[src/rtl/drp_reconf_ctrl_if.sv]
// DRP pin bundle between the reconfiguration sequencer and the PLL.
// The sequencer uses the master modport and the PLL or its model uses the slave modport.
`timescale 1ns/1ps

interface drp_reconf_ctrl_if;
    logic [6:0]  DADDR;
    logic        DEN;
    logic        DWE;
    logic [15:0] DI;
    logic [15:0] DO;
    logic        DRDY;
    logic        LOCKED;
    logic        PLL_RST;

    modport master (
        output DADDR, DEN, DWE, DI, PLL_RST,
        input  DO, DRDY, LOCKED
    );

    modport slave (
        input  DADDR, DEN, DWE, DI, PLL_RST,
        output DO, DRDY, LOCKED
    );
endinterface

[src/rtl/drp_reconf_ctrl.sv]
// Applies a table of read-modify-write updates to the PLL over DRP, holding the PLL in reset.
// Define DRP_VERIFY_EN to add a read-back check of every written entry.
`timescale 1ns/1ps

module drp_reconf_ctrl #(
    parameter int N_ENTRIES    = 8,
    parameter int DRDY_TIMEOUT = 64,
    parameter int LOCK_TIMEOUT = 4096,
    localparam int IW = (N_ENTRIES > 1) ? $clog2(N_ENTRIES) : 1,
    localparam int LW = IW + 1
) (
    input  logic          DCLK,
    input  logic          RSTN,
    input  logic          TBL_WE,
    input  logic [IW-1:0] TBL_IDX,
    input  logic [38:0]   TBL_DATA,
    input  logic [LW-1:0] TBL_LEN,
    input  logic          SEN,
    output logic          BUSY,
    output logic          SRDY,
    output logic          ERR,
    drp_reconf_ctrl_if.master drp
);

    localparam int CW = $clog2(DRDY_TIMEOUT + LOCK_TIMEOUT + 1);

    typedef enum logic [3:0] {
        S_IDLE,
        S_ASSERT_RST,
        S_READ,
        S_WAIT_R,
        S_WRITE,
        S_WAIT_W,
`ifdef DRP_VERIFY_EN
        S_VERIFY,
        S_WAIT_V,
`endif
        S_RELEASE,
        S_WAIT_LOCK,
        S_DONE
    } state_e;

    state_e        state_q, state_d;
    logic [IW-1:0] idx_q, idx_d;
    logic [LW-1:0] len_q, len_d;
    logic [CW-1:0] cnt_q, cnt_d;
    logic          err_q, err_d;
    logic [6:0]    daddr_q, daddr_d;
    logic [15:0]   di_q, di_d;
    logic [38:0]   tbl_q [N_ENTRIES];
    logic [38:0]   cur;
    logic          last_entry;
    logic          drdy_expired;
    logic          advance;

    assign cur          = tbl_q[idx_q];
    assign last_entry   = ({1'b0, idx_q} == len_q - 1'b1);
    assign drdy_expired = (cnt_q == CW'(DRDY_TIMEOUT - 1));

    // Table is configuration storage only; it is deliberately not reset.
    always_ff @(posedge DCLK) begin
        if (TBL_WE && !BUSY && (int'(TBL_IDX) < N_ENTRIES))
            tbl_q[TBL_IDX] <= TBL_DATA;
    end

    always_ff @(posedge DCLK or negedge RSTN) begin
        if (!RSTN) begin
            state_q <= S_IDLE;
            idx_q   <= '0;
            len_q   <= '0;
            cnt_q   <= '0;
            err_q   <= 1'b0;
            daddr_q <= '0;
            di_q    <= '0;
        end else begin
            state_q <= state_d;
            idx_q   <= idx_d;
            len_q   <= len_d;
            cnt_q   <= cnt_d;
            err_q   <= err_d;
            daddr_q <= daddr_d;
            di_q    <= di_d;
        end
    end

    always_comb begin
        state_d = state_q;
        idx_d   = idx_q;
        len_d   = len_q;
        cnt_d   = cnt_q;
        err_d   = err_q;
        daddr_d = daddr_q;
        di_d    = di_q;
        advance = 1'b0;

        case (state_q)
            S_IDLE: begin
                if (SEN) begin
                    if (TBL_LEN != '0) begin
                        len_d   = (TBL_LEN > LW'(N_ENTRIES)) ? LW'(N_ENTRIES) : TBL_LEN;
                        idx_d   = '0;
                        err_d   = 1'b0;
                        state_d = S_ASSERT_RST;
                    end else begin
                        state_d = S_DONE;
                    end
                end
            end
            S_ASSERT_RST: state_d = S_READ;
            S_READ: begin
                cnt_d   = '0;
                state_d = S_WAIT_R;
            end
            S_WAIT_R: begin
                if (drp.DRDY) begin
                    di_d    = (drp.DO & cur[31:16]) | (cur[15:0] & ~cur[31:16]);
                    state_d = S_WRITE;
                end else if (drdy_expired) begin
                    err_d   = 1'b1;
                    state_d = S_RELEASE;
                end else begin
                    cnt_d = cnt_q + 1'b1;
                end
            end
            S_WRITE: begin
                cnt_d   = '0;
                state_d = S_WAIT_W;
            end
            S_WAIT_W: begin
                if (drp.DRDY) begin
`ifdef DRP_VERIFY_EN
                    state_d = S_VERIFY;
`else
                    advance = 1'b1;
`endif
                end else if (drdy_expired) begin
                    err_d   = 1'b1;
                    state_d = S_RELEASE;
                end else begin
                    cnt_d = cnt_q + 1'b1;
                end
            end
`ifdef DRP_VERIFY_EN
            S_VERIFY: begin
                cnt_d   = '0;
                state_d = S_WAIT_V;
            end
            S_WAIT_V: begin
                if (drp.DRDY) begin
                    if (drp.DO != di_q)
                        err_d = 1'b1;
                    advance = 1'b1;
                end else if (drdy_expired) begin
                    err_d   = 1'b1;
                    state_d = S_RELEASE;
                end else begin
                    cnt_d = cnt_q + 1'b1;
                end
            end
`endif
            // Counter starts at 1 here so it reads cycles elapsed since PLL_RST fell.
            S_RELEASE: begin
                cnt_d   = CW'(1);
                state_d = S_WAIT_LOCK;
            end
            S_WAIT_LOCK: begin
                if (drp.LOCKED) begin
                    state_d = S_DONE;
                end else if (cnt_q == CW'(LOCK_TIMEOUT - 1)) begin
                    err_d   = 1'b1;
                    state_d = S_DONE;
                end else begin
                    cnt_d = cnt_q + 1'b1;
                end
            end
            S_DONE:  state_d = S_IDLE;
            default: state_d = S_IDLE;
        endcase

        if (advance) begin
            if (last_entry) begin
                state_d = S_RELEASE;
            end else begin
                idx_d   = idx_q + 1'b1;
                state_d = S_READ;
            end
        end

        if (state_d == S_READ)
            daddr_d = tbl_q[idx_d][38:32];
    end

    always_comb begin
        drp.DEN     = 1'b0;
        drp.DWE     = 1'b0;
        drp.PLL_RST = 1'b0;
        case (state_q)
            S_ASSERT_RST, S_WAIT_R, S_WAIT_W: drp.PLL_RST = 1'b1;
            S_READ: begin
                drp.DEN     = 1'b1;
                drp.PLL_RST = 1'b1;
            end
            S_WRITE: begin
                drp.DEN     = 1'b1;
                drp.DWE     = 1'b1;
                drp.PLL_RST = 1'b1;
            end
`ifdef DRP_VERIFY_EN
            S_VERIFY: begin
                drp.DEN     = 1'b1;
                drp.PLL_RST = 1'b1;
            end
            S_WAIT_V: drp.PLL_RST = 1'b1;
`endif
            default: ;
        endcase
    end

    assign drp.DADDR = daddr_q;
    assign drp.DI    = di_q;
    assign BUSY      = (state_q != S_IDLE) && (state_q != S_DONE);
    assign SRDY      = (state_q == S_DONE);
    assign ERR       = err_q;

endmodule

[src/flat_wrapper.sv]
// flat-port wrapper written by rule: the top's interface ports become plain ports
module drp_reconf_ctrl_flat 
#(
    parameter int N_ENTRIES    = 8,
    parameter int DRDY_TIMEOUT = 64,
    parameter int LOCK_TIMEOUT = 4096,
    localparam int IW = (N_ENTRIES > 1) ? $clog2(N_ENTRIES) : 1,
    localparam int LW = IW + 1
)
  (DCLK, RSTN, TBL_WE, TBL_IDX, TBL_DATA, TBL_LEN, SEN, BUSY, SRDY, ERR, drp_DADDR, drp_DEN, drp_DWE, drp_DI, drp_PLL_RST, drp_DO, drp_DRDY, drp_LOCKED);
  drp_reconf_ctrl_if drp_i ();
  input  logic DCLK;
  input  logic RSTN;
  input  logic TBL_WE;
  input  logic [IW-1:0] TBL_IDX;
  input  logic [38:0] TBL_DATA;
  input  logic [LW-1:0] TBL_LEN;
  input  logic SEN;
  output logic BUSY;
  output logic SRDY;
  output logic ERR;
  output wire logic [$bits(drp_i.DADDR)-1:0] drp_DADDR;
  output wire logic [$bits(drp_i.DEN)-1:0] drp_DEN;
  output wire logic [$bits(drp_i.DWE)-1:0] drp_DWE;
  output wire logic [$bits(drp_i.DI)-1:0] drp_DI;
  output wire logic [$bits(drp_i.PLL_RST)-1:0] drp_PLL_RST;
  input wire logic [$bits(drp_i.DO)-1:0] drp_DO;
  input wire logic [$bits(drp_i.DRDY)-1:0] drp_DRDY;
  input wire logic [$bits(drp_i.LOCKED)-1:0] drp_LOCKED;
  assign drp_DADDR = drp_i.DADDR;
  assign drp_DEN = drp_i.DEN;
  assign drp_DWE = drp_i.DWE;
  assign drp_DI = drp_i.DI;
  assign drp_PLL_RST = drp_i.PLL_RST;
  assign drp_i.DO = drp_DO;
  assign drp_i.DRDY = drp_DRDY;
  assign drp_i.LOCKED = drp_LOCKED;
  drp_reconf_ctrl #(.N_ENTRIES(N_ENTRIES), .DRDY_TIMEOUT(DRDY_TIMEOUT), .LOCK_TIMEOUT(LOCK_TIMEOUT)) u_core (.DCLK(DCLK), .RSTN(RSTN), .TBL_WE(TBL_WE), .TBL_IDX(TBL_IDX), .TBL_DATA(TBL_DATA), .TBL_LEN(TBL_LEN), .SEN(SEN), .BUSY(BUSY), .SRDY(SRDY), .ERR(ERR), .drp(drp_i));
endmodule
[config.mk]
export PLATFORM = sky130hd
export DESIGN_NAME = drp_reconf_ctrl_flat
export DESIGN_NICKNAME = d
export VERILOG_FILES = /design/src/rtl/drp_reconf_ctrl_if.sv /design/src/rtl/drp_reconf_ctrl.sv /design/src/flat_wrapper.sv
export SDC_FILE = /design/constraint.sdc
export NUM_CORES = 1
export LEC_CHECK = 0
export ABC_AREA = 0
export ABC_CLOCK_PERIOD_IN_PS = 5800
export CAP_MARGIN = 20
export CORE_MARGIN = 10
export CORE_UTILIZATION = 34
export CTS_CLUSTER_DIAMETER = 30
export DETAILED_ROUTE_END_ITERATION = 8
export GPL_TIMING_DRIVEN = 1
export PLACE_DENSITY = 0.47
export SLEW_MARGIN = 15
export SYNTH_ARGS = -nofsm -noshare
export SYNTH_HDL_FRONTEND = slang
export SYNTH_SLANG_ARGS = --single-unit
[constraint.sdc]
create_clock -name DCLK -period 5.8 [get_ports DCLK]
set_clock_uncertainty 0.05 [all_clocks]
set_input_delay 0.87 -clock DCLK [delete_from_list [all_inputs] [get_ports DCLK]]
set_output_delay 0.87 -clock DCLK [all_outputs]
set_load 0.02 [all_outputs]
# == Word-level counts from Yosys, hierarchy flattened ==
# Memories as Yosys holds them, arrays and structs flattened. A register that Yosys moved wholly into a read port is not among the register bits.
# Index checks and enable logic that the tools add are counted.
# word_totals
reg_bits,41
ramBits,312
in_bits,68
word_cells,87
memories,1
# memory_table
memory,words,word_bits,read_ports,rd_clocked_by_memory_dff,wr,line,rtl
u_core.tbl_q,8,39,2,1,1,drp_reconf_ctrl.sv:50,logic [38:0] tbl_q [N_ENTRIES];
# classes
add_sub_neg,3
order_cmp,1
eq_ne,21
n_mux,35
bitwise_logic,4
reduce_logical,16
# op_table
cell,n
13-bit 2-to-1 mux,4
13-bit one-hot mux with 4 select lines,1
4-bit 2-to-1 mux,9
16-bit bitwise AND,2
4-bit one-hot mux with 8 select lines,1
3-bit 2-to-1 mux,6
"4-bit by 3-bit equality test with 1-bit output, second input constant",4
16-bit inverter,1
16-bit bitwise OR,1
"13-bit by 1-bit adder with 13-bit output, second input constant",1
"13-bit by 12-bit equality test with 1-bit output, second input constant",1
"13-bit by 6-bit equality test with 1-bit output, second input constant",1
1-bit 2-to-1 mux,13
"4-bit by 2-bit equality test with 1-bit output, second input constant",3
4-bit nonzero test,3
"2-bit != test, second input constant",5
7-bit AND reduction,1
"2-bit by 1-bit != test with 1-bit output, second input constant",3
5-bit AND reduction,1
5-bit OR reduction,1
3-bit by 4-bit equality test with 1-bit output,1
"4-bit by 1-bit equality test with 1-bit output, second input constant",1
"4-bit equality test, second input constant",1
"4-bit greater-than comparator, second input constant",1
11 further kinds,14

# == Logic depth before layout (Yosys ltp) ==
# Gate-level depths: netlist (run 1).
# depth
word_depth,6
depth_mapped,13

# == Least setup slack after synthesis (run 1) ==
# Ideal clock, no wire load.
# synth_timing
kind,register to register
start,reg u_core.state_q[1]
end,mem u_core.tbl_q[1][0] (enable)
arrival_time_ns,3.902
t_required_ns,5.266
setup_slack_ns,1.364
stages_incl_launch_ff,6
path_cell_list,dfrtp_1 -> buf_6 -> clkbuf_1 -> nor3_1 -> nand3_1 -> nor3_1
# synth_via
elab_chain_len,6
elab_cells_between_ends,7
cone_classes,eq/ne (1); mux (2); reduce/logical (4)
# synth_rtl
item,line,rtl
"start, declared",drp_reconf_ctrl.sv:43,"state_e state_q, state_d;"
"start signal, assigned",drp_reconf_ctrl.sv:76,state_q <= state_d;
4-bit != test / 4-bit nonzero test (equally long branches),drp_reconf_ctrl.sv:221,assign BUSY = (state_q != S_IDLE) && (state_q != S_DONE);
1-bit logical AND *,drp_reconf_ctrl.sv:221,
1-bit logical NOT *,drp_reconf_ctrl.sv:62,if (TBL_WE && !BUSY && (int'(TBL_IDX) < N_ENTRIES))
1-bit logical AND *,drp_reconf_ctrl.sv:62,
1-bit 2-to-1 mux *,drp_reconf_ctrl.sv:62,
1-bit 2-to-1 mux (implied by the code) *,drp_reconf_ctrl.sv:63,tbl_q[TBL_IDX] <= TBL_DATA;
"end, declared",drp_reconf_ctrl.sv:50,
# Every way passes the cells marked *; elsewhere a longest branch is shown, timed or not.

# == Worst setup path in the final report (run 1) ==
# layout_timing
start,reg u_core.state_q[1]
end,out SRDY
# layout_via
elab_chain_len,1
# layout_rtl
item,line,rtl
4-bit equality test,drp_reconf_ctrl.sv:222,assign SRDY = (state_q == S_DONE);
"end, declared",flat_wrapper.sv:20,output logic SRDY;
# No other way between the ends.

==> results of run 1 <==
[power groups by stage]
stage	combinational, W	clock, W	sequential, W
finish	0.00204	0.00460	0.00324
global route	0.00224	0.00486	0.00328
CTS	0.00209	0.00471	0.00325
detailed placement	0.00208	0	0.00330
global placement	0.00207	0	0.00330
floorplan	0.00158	0	0.00321
[final timing paths]
check	from	endpoint	cells past startpoint
hold reg to reg	u_core.drp.DI[9]$_DFFE_PN0P_	u_core.drp.DI[9]$_DFFE_PN0P_	2
min in group DCLK	u_core.drp.DI[9]$_DFFE_PN0P_	u_core.drp.DI[9]$_DFFE_PN0P_	2
setup / recovery	u_core.state_q[1]$_DFF_PN0_	SRDY	3
setup reg to reg	u_core.idx_q[0]$_DFF_PN0_	u_core.drp.DADDR[2]$_DFFE_PN0N_	8
max in group asynchronous	RSTN	u_core.drp.DI[9]$_DFFE_PN0P_	2
hold / removal	RSTN	u_core.cnt_q[9]$_DFFE_PN0P_	1
[worst register-to-register path, cell delays in order, from the launching register on]
cell	delay [ns]
dfrtp_4	0.96
nor2b_1	0.30
o221ai_2	0.15
o211ai_1	0.22
mux2_2	0.45
inv_1	0.46
nand2_1	0.32
o2111ai_1	0.28
a21oi_1	0.09
[kinds of logic (layout without fill, tap and decap cells)]
group           Yosys count  after routing
flops                   360            360
buf+inv                  62            285
compound gates          106            106
simple gates            152            152
xor+xnor                 15             15
fa+ha+maj                 3              3
mux                     112            112
[routing by layer]
metal	GRT usage, %	vias to the layer above
met4	4.75	4
li1	-	3603
met5	0	-
met2	22.3	170
met3	4.16	65
met1	17.9	4006
[cell type report]
| class | count | share of cell area, % |
|---|---|---|
| Clock buffer | 96 | 11.4 |
| Multi-Input combinational cell | 388 | 19.9 |
| Clock inverter | 57 | 3.46 |
| Timing Repair Buffer | 109 | 5.55 |
| Sequential cell | 360 | 55.7 |
| Tap cell | 539 | 3.55 |
| Inverter | 23 | 0.468 |
[synth_stat cells, drive strengths merged, types with 10 or more instances]
cell type / instances
inv: 23
xor2: 13
buf: 27
nor3: 10
clkbuf: 12
nand4: 11
a21oi: 11
dfrtp: 48
nand2: 55
mux4: 64
nor2: 25
mux2: 30
o2111ai: 18
edfxtp: 312
mux2i: 18
o21ai: 42
[cells in the final DEF, fill, tap and decap left out, drive strengths merged, types with 25 or more instances in the layout]
cell / count
clkbuf: 96
clkdlybuf4s50: 95
clkinv: 34
dfrtp: 48
edfxtp: 312
inv: 28
mux2: 30
mux4: 64
nand2: 55
nor2: 25
o21ai: 42
[through the flow]
step,power (W),hold WS [ns],util [%],std cells,area [um2]
final,0.00989,0.296,44.9,1572,19000
after global routing,0.0104,0.312,44.9,1572,19000
after CTS,0.0100,0.287,44.9,1572,19000
after detailed placement,0.00537,0.421,38.3,1419,16200
after global placement,0.00537,0.416,38.3,1419,16200
after floorplan,0.00478,0.445,-,810,14600
[registers in the layout (all words and copies together) (netlist names)]
signal	flops
u_core.drp.DADDR	7
u_core.ERR	1
u_core.drp.DI	16
u_core.cnt_q	13
u_core.idx_q	3
u_core.state_q	4
u_core.len_q	4
u_core.tbl_q	312
==> impl_metrics.ini, run 1 <==
[run_status]
status = finished, final reports clean

[route]
routedWlPerCell_um = 22.4
wl_met2_mm = 16.9
wl_met1_mm = 15.9
top_layer_used = met5
dr_wl_met3_mm = 1.71
post-route-drc-count = 0
num_vias = 7848
drt_iter0_drc = 439
first_pass_iters = 4
drt-total-wl_mm = 35.2
ant_nets = 0
avgViaCountPerCell = 4.99

[global_route]
grtUsageTotal_pct = 14.0
first_global_vias = 8568
grt_pass1_wl_mm = 54.0
grt_max_degree = 51
antenna_found_initial = 2
gr-total-overflow = 0

[timing]
hold_viol = 0
slew_headroom_pct = 35.9
tightestPinTransition_ns = 0.957
fin_setup_tns_ns = 0
rsz0062_at_grt = false
setup_violations = 0
worst_slack_ns = 2.26
min_period_over_period_pct = 61.1
min_period_ns = 3.54
fmax_mhz = 282
drv_slew = 0

[cells_and_area]
regArea_mm2 = 0.0106
antennaDiodeCount = 0
final_nets = 1035
fillCellCount = 3687
area_delta_synth_final_pct = 29.7
multiInputGateArea_mm2 = 0.00377
drive_gt1_share_pct = 26.5

[synth]
yosysWarnings = 0
ys_top_cells_by_area = edfxtp_1, mux4_2, dfrtp_1
netlist_instances = 810
synth_top_family_by_area = multiplexers
synth_compound_area_share_pct = 5.21
synth_cell_types = 67
synth-xor-area-share_pct = 0.898
synth_edf_count = 312
synth-simple-area-share_pct = 5.59
synth_mux_area_share_pct = 13.4
synth_seq_cells = 360
synth_top_flop_cell = edfxtp_1
synth_top_cell_by_area = edfxtp_1
yosysSeqAreaShare_pct = 72.3
yosys.area.top_type_share_pct = 64.1
synthAdderAreaFrac_pct = 0.257
synth_area_per_cell_um2 = 18.1
syn_area_mm2 = 0.0146
synth_nets = 881
synthArstFlopShare_pct = 13.3

[cts]
cts.repair.resized = 0
cts.root.buffer_cell = clkbuf_16
clk_pin_slew_ns = 0.04
cts.path.max_buffers = 3
cts_tree = yes
clock-sinks = 360
numCtsBuffers = 82
postCtsHoldBufs = 0
cts_setup_buffers = 0
htreeDepth = 3
clock_latency_ns = 0.59

[power]
peakVddDrop_mv = 0.258
p_per_area_mw_per_mm2 = 521
power_frac_comb_pct = 20.7
switching_share_pct = 27.6
clkPwrFrac_pct = 46.5
switching_power_w = 0.00273
internal-power_w = 0.00716
power.leakage_nw = 6.45
seqPwrFrac_pct = 32.8

[worst_setup_path]
max_stage_delay_ns = 0.65
cp_data_required_time_ns = 4.88
cp.arrival_ns = 2.62
cp-start-kind = flip-flop
crit_slowest_cell = nor3_1
cp_top_family = simple AND/OR/NAND/NOR gates
critical_path_class = reg2out
path_buf_inv = 1
cp_cell_sequence = nor3_1 > and2_1 > clkdlybuf4s50_1
r2r_slack_ns = 2.40
cp-end-kind = output pin
cp_max_fo = 19

[floorplanning]
coreArea_mm2 = 0.0422
start_util_pct = 34.6
die_h_um = 227
dieArea_mm2 = 0.0517
io_pins = 97
rows = 75
die_x_um = 227

[worst_hold_path]
hp-class = in2async

[placed_design]
post-place-ws_ns = 1.98
place.port_buffers = 96
hpwlAfterDp_mm = 20.2
gp_congestion = 0.769

[flow_run]
maxCapViolCount = 0
Note: power is estimated with default switching activity, not from simulation.
==> run 2, diff against run 1 <==
--- a/config.mk
+++ b/config.mk
@@ -6,14 +6,14 @@
 export NUM_CORES = 1
 export LEC_CHECK = 0
 export ABC_AREA = 0
-export ABC_CLOCK_PERIOD_IN_PS = 5800
+export ABC_CLOCK_PERIOD_IN_PS = 3100
 export CAP_MARGIN = 20
 export CORE_MARGIN = 10
 export CORE_UTILIZATION = 34
 export CTS_CLUSTER_DIAMETER = 30
 export DETAILED_ROUTE_END_ITERATION = 8
 export GPL_TIMING_DRIVEN = 1
-export PLACE_DENSITY = 0.47
+export PLACE_DENSITY = 0.49
 export SLEW_MARGIN = 15
 export SYNTH_ARGS = -nofsm -noshare
 export SYNTH_HDL_FRONTEND = slang
==> constraint.sdc (replaced) <==
create_clock -name DCLK -period 3.1 [get_ports DCLK]
set_clock_uncertainty 0.05 [all_clocks]
set_input_delay 0.465 -clock DCLK [delete_from_list [all_inputs] [get_ports DCLK]]
set_output_delay 0.465 -clock DCLK [all_outputs]
set_load 0.02 [all_outputs]
==> run 2 against run 1 <==
  * Clock power rose by 71%
  * Cell count rose by 1.5%
  * Die area did not move
  * Via count rose by 0.85%
  * Wire length fell by 3.9%
  * Sequential power rose by 80%
  * Clock-buffer cell count fell by 16
  * Hold slack improved by 0.13 ns
  * Worst setup slack got worse by 2.0 ns
  * Sequential share of layout area fell by 0.53 points
  * Combinational power rose by 120%
  * Critical path type unchanged
  * Largest cell class unchanged
==> impl_metrics.ini, run 2 (synthesized netlist as in run 1, its figures left out) <==
[worst_setup_path]
cp_data_required_time_ns = 2.58
cp_cell_sequence = buf_4 > or2b_2 > nor3_1 > clkdlybuf4s50_1
r2r_end = u_core.drp.DADDR[1]$_DFFE_PN0N_
cp.arrival_ns = 2.34
max_stage_delay_ns = 0.64
crit_slowest_cell = clkdlybuf4s50_1
reg2reg_depth = 10
critical_path_class = reg2out
path_buf_inv = 2
r2r_start = u_core.len_q[1]$_DFFE_PN0P_
r2r_slack_ns = 0.25
cp_top_family = buffers and inverters
cp-start-kind = flip-flop
cp_max_fo = 15
cp-end-kind = output pin

[global_route]
gr-max-usage-layer = met2
antenna_found_initial = 2
grtUsageTotal_pct = 13.4
grtUsageMet3_pct = 3.38
met2_usage_pct = 20.9
first_global_vias = 8368
grt_max_degree = 67
grt_pass1_wl_mm = 51.8
use_met1_pct = 17.6
gr-total-overflow = 0

[cells_and_area]
layout_common_cells = edfxtp_1, clkdlybuf4s50_1, clkbuf_16
largest_register = u_core.tbl_q
largest_reg_flops = 312
final_nets = 1066
design_area_mm2 = 0.0192
area_delta_synth_final_pct = 31.0
final_common_cell = edfxtp_1
drive_gt1_share_pct = 28.6
antennaDiodeCount = 0

[timing]
min_period_over_period_pct = 92.0
setup_violations = 0
fmax_mhz = 351
min_period_ns = 2.85
slew_headroom_pct = 55.7
fin_hold_ws_ns = 0.430
worst_slack_ns = 0.248
tightestPinTransition_ns = 0.665
rsz0062_at_grt = false
hold_viol = 0
drv_slew = 0

[worst_hold_path]
hp-class = in2async

[route]
ant_nets = 0
routedWlPerCell_um = 21.2
drt_iter0_drc = 500
num_vias = 7915
drt-total-wl_mm = 33.9
avgViaCountPerCell = 4.96
post-route-drc-count = 0
first_pass_iters = 4

[placed_design]
hpwlAfterDp_mm = 19.3
place.port_buffers = 96
gp_congestion = 0.789
place_area_mm2 = 0.0165
post-place-ws_ns = 0.00156

[floorplanning]
io_pins = 97
coreArea_mm2 = 0.0422
die_x_um = 227
die_h_um = 227
dieArea_mm2 = 0.0517
start_util_pct = 34.6
rows = 75

[cts]
clock-sinks = 360
htreeDepth = 3
cts_tree = yes
cts.root.buffer_cell = clkbuf_16
cts.path.max_buffers = 3
numCtsBuffers = 76
clk_pin_slew_ns = 0.04
clock_latency_ns = 0.58

[power]
peakVddDrop_mv = 0.480
power.leakage_nw = 6.55
p_per_area_mw_per_mm2 = 947

[flow_run]
maxCapViolCount = 0

[run_status]
status = finished, final reports clean
run 2: changes by cell type in the layout (fill, tap and decap cells not counted), sizes merged:
cell	change
clkinv	+4
inv	+1
dlygate4sd3	+1
buf	+36
bufinv	-3
clkbuf	-16
run 2: worst register-to-register path: stages (launching register included):
cell and delay [ns]:
dfrtp_1 0.36, inv_1 0.07, ha_1 0.28, xor2_1 0.32
o221ai_2 0.20, o21a_2 0.27, o21a_1 0.23, inv_4 0.18
mux2_2 0.37, o2111ai_1 0.27, a21oi_1 0.12
run 2: per-stage QoR:
step	total power, W	utilization (%)	instances	setup TNS, ns
2_1_floorplan	0.00895	-	810	-79.72
3_3_place_gp	0.0103	39.1	1448	0
3_5_place_dp	0.0103	39.1	1448	0
4_1_cts	0.0183	45.2	1588	0
5_1_grt	0.0190	45.4	1595	0
6_report	0.0181	45.4	1595	0
run 2: power by group:
part	switching [W]	internal (W)
clock network	0.00262	0.00526
logic	0.00228	0.00216
registers	0.000217	0.00560
run 2: worst max path at each step:
stage	to	start	slack, ns	cells past startpoint
after floorplan	u_core.tbl_q[7][0]$_DFFE_PP_	u_core.state_q[1]$_DFF_PN0_	-0.30	5
after global placement	u_core.drp.DADDR[2]$_DFFE_PN0N_	TBL_LEN[0]	0.05	10
after detailed placement	u_core.drp.DADDR[2]$_DFFE_PN0N_	TBL_LEN[1]	0.002	10
after CTS	u_core.drp.DADDR[2]$_DFFE_PN0N_	u_core.len_q[1]$_DFFE_PN0P_	0.06	11
after global routing	drp_DWE	u_core.state_q[2]$_DFF_PN0_	0.07	4
final	drp_DWE	u_core.state_q[2]$_DFF_PN0_	0.25	4
run 2: metal layers:
layer / vias up / wire length (um)
met5: - / 27
met1: 4003 / 15400
met4: 4 / 760
li1: 3656 / -
met3: 61 / 1750
met2: 191 / 16000
run 2: repair_timing:
item / CTS / global route
buffers inserted: 0 / 7
gates resized for setup: 0 / 2
setup endpoints to repair: 0 / 8
hold buffers: 1 / 0
hold endpoints to repair: 20 / 0
run 2: cell type report:
cell class	count	area [um2]
Sequential cell	360	10600
Clock buffer	80	1920
Clock inverter	59	633
Inverter	23	88.8
Fill cell	3689	23100
Timing Repair Buffer	146	1480
Tap cell	539	674
Multi-Input combinational cell	388	3780
